==> config.mk <==
export PLATFORM = sky130hd
export DESIGN_NAME = cmp_link_master
export DESIGN_NICKNAME = d
export VERILOG_FILES = /design/src/rtl/cmp_link_pkg.sv /design/src/rtl/cmp_link_shreg.sv /design/src/rtl/cmp_link_master.sv
export SDC_FILE = /design/constraint.sdc
export NUM_CORES = 1
export LEC_CHECK = 0
export BUFFER_PORTS_ARGS = -buffer_cell sky130_fd_sc_hd__buf_2
export CAP_MARGIN = 15
export CORE_MARGIN = 2
export CORE_UTILIZATION = 45
export CTS_BUF_LIST = sky130_fd_sc_hd__clkbuf_4
export DETAILED_ROUTE_END_ITERATION = 7
export GPL_ROUTABILITY_DRIVEN = 0
export HOLD_SLACK_MARGIN = 0.02
export PLACE_DENSITY = 0.74
export SYNTH_ARGS = -nofsm -noshare
export SYNTH_HDL_FRONTEND = slang
export SYNTH_SLANG_ARGS = --single-unit
==> constraint.sdc <==
create_clock -name CLK -period 3 [get_ports CLK]
set_input_delay 0.6 -clock CLK [delete_from_list [all_inputs] [get_ports CLK]]
set_output_delay 0.6 -clock CLK [all_outputs]
set_load 0.03 [all_outputs]
==> src/rtl/cmp_link_pkg.sv <==
// Shared types and constants for the serial comparator link master.
package cmp_link_pkg;

  typedef enum logic [2:0] {
    ST_IDLE   = 3'd0,
    ST_LOAD_A = 3'd1,
    ST_LOAD_B = 3'd2,
    ST_CMP    = 3'd3,
    ST_RECV   = 3'd4
  } state_t;

  localparam int DIGIT_W = 2;
  localparam int WORD_W  = 8;
  localparam int DIGITS  = 4;
  localparam logic [1:0] LAST_DIGIT = 2'(DIGITS - 1);

  // A tie between the operands resolves to B, matching the comparator.
  localparam bit TIE_SEL_B = 1'b1;

  function automatic logic [WORD_W-1:0] ref_max(input logic [WORD_W-1:0] a,
                                                input logic [WORD_W-1:0] b);
    if (TIE_SEL_B) return (a > b) ? a : b;
    else           return (a >= b) ? a : b;
  endfunction

endpackage

==> src/rtl/cmp_link_shreg.sv <==
// Right-shifting digit register: new digits enter at the MSB end, the low digit leaves first.
module cmp_link_shreg
  import cmp_link_pkg::*;
#(
  parameter int W = WORD_W
) (
  input  logic               CLK,
  input  logic               RSTL,
  input  logic               load,
  input  logic [W-1:0]       load_val,
  input  logic               shift,
  input  logic [DIGIT_W-1:0] din,
  output logic [W-1:0]       q
);

  logic [W-1:0] sreg_q, sreg_d;

  always_comb begin
    sreg_d = sreg_q;
    if (load) begin
      sreg_d = load_val;
    end else if (shift) begin
      sreg_d = {din, sreg_q[W-1:DIGIT_W]};
    end
  end

  always_ff @(posedge CLK or negedge RSTL) begin
    if (!RSTL) begin
      sreg_q <= '0;
    end else begin
      sreg_q <= sreg_d;
    end
  end

  assign q = sreg_q;

endmodule

==> src/rtl/cmp_link_master.sv <==
// Initiator for the 2-bit serial comparator: streams A then B, pulses compare,
// collects the 4-digit result and cross-checks it against a local max.
module cmp_link_master
  import cmp_link_pkg::*;
(
  input  logic                CLK,
  input  logic                RSTL,
  input  logic                START,
  input  logic [WORD_W-1:0]   A,
  input  logic [WORD_W-1:0]   B,
  output logic                BUSY,
  output logic                DONE,
  output logic [WORD_W-1:0]   RESULT,
  output logic                CHK_ERR,
  output logic [DIGIT_W-1:0]  TX_D,
  output logic                TX_EN,
  output logic                TX_SWITCH,
  output logic                TX_CMP_EN,
  output logic                TX_MODE,
  input  logic [DIGIT_W-1:0]  RX_D
);

  localparam int TX_W = 2 * WORD_W;

  state_t              state_q, state_d;
  logic [1:0]          cnt_q, cnt_d;
  logic [WORD_W-1:0]   a_q, a_d, b_q, b_d;
  logic [WORD_W-1:0]   result_q, result_d;
  logic                done_q, done_d;
  logic                chk_err_q, chk_err_d;

  logic                tx_load, tx_shift, rx_shift;
  logic [TX_W-1:0]     tx_q;
  logic [WORD_W-1:0]   rx_q, rx_word;
  logic                unused_bits;

  cmp_link_shreg #(.W(TX_W)) u_tx_shreg (
    .CLK      (CLK),
    .RSTL     (RSTL),
    .load     (tx_load),
    .load_val ({B, A}),
    .shift    (tx_shift),
    .din      ({DIGIT_W{1'b0}}),
    .q        (tx_q)
  );

  cmp_link_shreg #(.W(WORD_W)) u_rx_shreg (
    .CLK      (CLK),
    .RSTL     (RSTL),
    .load     (tx_load),
    .load_val ({WORD_W{1'b0}}),
    .shift    (rx_shift),
    .din      (RX_D),
    .q        (rx_q)
  );

  // The word as it will stand once the digit on RX_D is shifted in.
  assign rx_word     = {RX_D, rx_q[WORD_W-1:DIGIT_W]};
  assign unused_bits = ^{tx_q[TX_W-1:DIGIT_W], rx_q[DIGIT_W-1:0]};

  always_comb begin
    state_d   = state_q;
    cnt_d     = cnt_q;
    a_d       = a_q;
    b_d       = b_q;
    result_d  = result_q;
    chk_err_d = chk_err_q;
    done_d    = 1'b0;
    tx_load   = 1'b0;
    tx_shift  = 1'b0;
    rx_shift  = 1'b0;

    case (state_q)
      ST_IDLE: begin
        if (START) begin
          tx_load = 1'b1;
          a_d     = A;
          b_d     = B;
          cnt_d   = 2'd0;
          state_d = ST_LOAD_A;
        end
      end
      ST_LOAD_A: begin
        tx_shift = 1'b1;
        cnt_d    = cnt_q + 2'd1;
        if (cnt_q == LAST_DIGIT) state_d = ST_LOAD_B;
      end
      ST_LOAD_B: begin
        tx_shift = 1'b1;
        cnt_d    = cnt_q + 2'd1;
        if (cnt_q == LAST_DIGIT) state_d = ST_CMP;
      end
      ST_CMP: begin
        cnt_d   = 2'd0;
        state_d = ST_RECV;
      end
      ST_RECV: begin
        rx_shift = 1'b1;
        cnt_d    = cnt_q + 2'd1;
        if (cnt_q == LAST_DIGIT) begin
          result_d  = rx_word;
          chk_err_d = (rx_word != ref_max(a_q, b_q));
          done_d    = 1'b1;
          state_d   = ST_IDLE;
        end
      end
      default: state_d = ST_IDLE;
    endcase
  end

  always_ff @(posedge CLK or negedge RSTL) begin
    if (!RSTL) begin
      state_q   <= ST_IDLE;
      cnt_q     <= 2'd0;
      a_q       <= '0;
      b_q       <= '0;
      result_q  <= '0;
      done_q    <= 1'b0;
      chk_err_q <= 1'b0;
    end else begin
      state_q   <= state_d;
      cnt_q     <= cnt_d;
      a_q       <= a_d;
      b_q       <= b_d;
      result_q  <= result_d;
      done_q    <= done_d;
      chk_err_q <= chk_err_d;
    end
  end

  assign BUSY      = (state_q != ST_IDLE);
  assign TX_MODE   = BUSY;
  assign TX_EN     = (state_q == ST_LOAD_A) || (state_q == ST_LOAD_B);
  assign TX_SWITCH = (state_q == ST_LOAD_B);
  assign TX_D      = TX_EN ? tx_q[DIGIT_W-1:0] : {DIGIT_W{1'b0}};
  assign TX_CMP_EN = (state_q == ST_CMP);
  assign DONE      = done_q;
  assign RESULT    = result_q;
  assign CHK_ERR   = chk_err_q;

endmodule
==> results_dict.tcl <==
set metrics [dict create \
    run_status "finished, final reports clean" \
    crit_arrival_ns 1.79 \
    fillCellCount 525 \
    cts_hold_repair.buffers 0 \
    synth_common_cells "53 x dfrtp_1, 43 x nand2_1, 21 x o21ai_0" \
    h-tree-depth 2 \
    rsz0062_at_grt "false" \
    synthArstFlopShare 1.000 \
    avgRoutedWirePerCell_um 14.82 \
    max_cap_violations 0 \
    crit_type "flop to output pin" \
    vias 2036 \
    cts_root_buf "clkbuf_4" \
    core_mm2 0.005608 \
    grt_pass1_vias 1962 \
    synth.area.top_cells "dfrtp_1 50%, nand2_1 6.1%, mux2i_1 5.3%" \
    die_w_um 80.80 \
    post-cts-setup-buffers 0 \
    p_leak_nw 1.519 \
    worst_pin_slew_ns 0.4992 \
    endpoint_kind "output pin" \
    cts_made_buffers 5 \
    clock_latency_ns 0.39 \
    yosysMostFrequentCell "dfrtp_1" \
    ys_seq_area_frac 0.4998 \
    hold_viol_final 0 \
    synthCells 264 \
    final.period_utilization 0.7983 \
    slew_viol_final 0 \
    timing.clock.skew_ns 0.02325 \
    viasPerCell 5.458 \
    final_nets 330 \
    drt_iter0_drc 148 \
    power_density_mw_per_mm2 1161 \
    antenna_found_initial 0 \
    synth_nets 294 \
    start_util 0.4732 \
    ant_nets 0 \
    clk_pin_slew_worst_paths_ns 0.15 \
    synth-edff-count 0 \
    wirelength_mm 5.526 \
    setup_total_negative_slack_ns 0 \
    portBuffers 37 \
    vdd_drop_max_uv 966.8 \
    synth.distinct_cells 41 \
    worstPathMaxFanout 16 \
    final.setup.worst_slack_ns 0.6051 \
    synth_area_mm2 0.002654 \
    rows 27 \
    relSlewSlack 0.6672 \
    remaining_drc_errors 0 \
    die_h_um 80.80 \
    dieArea_mm2 0.006528 \
    cts_buffer_depth 2 \
    drive_gt1_frac 0.2226 \
    syn2layout_area_growth_pct 12.78 \
    setup_viol_count_final 0 \
    grtUsageTotal 0.1867 \
    grt_pass1_wl_mm 9.377 \
    cts_sinks 53 \
    synth-seq-cells 53 \
    synth_top_cell_by_area "dfrtp_1" \
    startpoint_type "flop" \
    rrSetupSlack_ns 0.67 \
    drt-pass1-iter-count 4 \
    synth_top_area_share 0.4998 \
    grt_overflow 0 \
    hold_path.class "primary input to async pin" \
    antenna_cells 0 \
    cts_tree "yes" \
    io_pins 38 \
    grt_max_degree 41 \
    fmax_ghz 0.4176 \
    post_cts_resized 0 \
    avgSynthCellArea_um2 10.05 \
    place_ws_ns 0.7275 \
    dpl.hpwl_mm 4.087 \
    worst_ep_required_time_ns 2.40 \
    layout_min_cycle_time_ns 2.395 \
    synth_ff_type "dfrtp_1" \
    ys_warn_count 0 \
]
-- kinds of logic (layout without fill, tap and decap cells) --
family | after synthesis | count (layout) | share of synthesized area
simple gates | 89 | 89 | 0.1697
flops | 53 | 53 | 0.4998
mux | 25 | 25 | 0.09948
xor+xnor | 6 | 6 | 0.01980
fa+ha+maj | 9 | 9 | 0.04243
compound gates | 57 | 57 | 0.1301
buf+inv | 25 | 62 | 0.03867
-- flip-flops by register name, indices dropped and copies added, names as in the netlist --
| register | flops |
|---|---|
| CHK_ERR | 1 |
| DONE | 1 |
| RESULT | 8 |
| a_q | 8 |
| b_q | 8 |
| cnt_q | 2 |
| state_q | 3 |
| u_rx_shreg.q | 6 |
| u_tx_shreg.q | 16 |
-- worst max-delay path: stages, from the launching register on --
cell and delay, ns:
dfrtp_1 0.63, nand2b_1 0.16, a21oi_2 0.29, and2_1 0.17, buf_2 0.19
-- path summary, 6_finish.rpt --
path	startpoint	to	depth (start not counted)
hold reg to reg	RESULT[4]	RESULT[4]	1
setup reg to reg	a_q[6]	CHK_ERR	8
max in group asynchronous	RSTL	RESULT[3]	2
setup / recovery	state_q[1]	TX_D[1]	4
hold / removal	RSTL	u_tx_shreg.q[5]	1
min in group CLK	B[7]	u_tx_shreg.q[15]	3
-- cell usage in the layout (no fill, tap or decap), types with 4 or more instances in the layout --
master,synthesis,routed
a21oi_1,14,13
clkbuf_4,0,6
buf_4,1,4
nor3_1,7,7
nor2_1,8,8
and2_1,5,5
xor2_1,4,4
nand2_1,43,43
dfrtp_1,53,53
and3_1,4,4
ha_1,9,9
mux2_2,11,11
nand3_1,8,8
o21ai_0,21,21
o21ai_1,9,9
inv_1,13,13
buf_2,4,37
mux2i_1,14,14
-- power breakdown --
part | internal [W] | switching [W]
Clock | 0.000187 | 0.000234
Sequential | 0.000984 | 0.000249
Combinational | 0.000778 | 0.00104
Total | 0.00195 | 0.00153
-- layer usage --
| layer | GRT usage | vias up | part of all wire |
|---|---|---|---|
| met2 | 0.3017 | 39 | 0.47 |
| met5 | 0 | - | 0 |
| met3 | 0.03444 | 7 | 0.033 |
| met1 | 0.2569 | 994 | 0.48 |
| li1 | - | 996 | - |
| met4 | 0.05932 | 0 | 0.013 |
-- final cells by class --
cell class | instances | area (µm²) | area share
clock inverter | 2 | 38.79 | 0.01296
tap | 72 | 90.09 | 0.03010
clock buffer | 6 | 45.04 | 0.01505
sequential | 53 | 1326 | 0.4431
multi-input combinational | 186 | 1229 | 0.4105
timing repair buffer | 41 | 215.2 | 0.07191
inverter | 13 | 48.80 | 0.01630
-- through the flow --
| stage | hold slack, ns | util | std cells | instance area, µm² | total power, W |
|---|---|---|---|---|---|
| floorplan | 0.3044 | - | 264 | 2654 | 0.002651 |
| global route | 0.05499 | 0.5337 | 373 | 2993 | 0.003775 |
| finish | 0.05871 | 0.5337 | 373 | 2993 | 0.003476 |
| global placement | 0.4642 | 0.5187 | 365 | 2909 | 0.002984 |
| CTS | 0.06560 | 0.5337 | 373 | 2993 | 0.003481 |
| detailed placement | 0.4841 | 0.5187 | 365 | 2909 | 0.003064 |
Power figures use the tool's default switching activity.
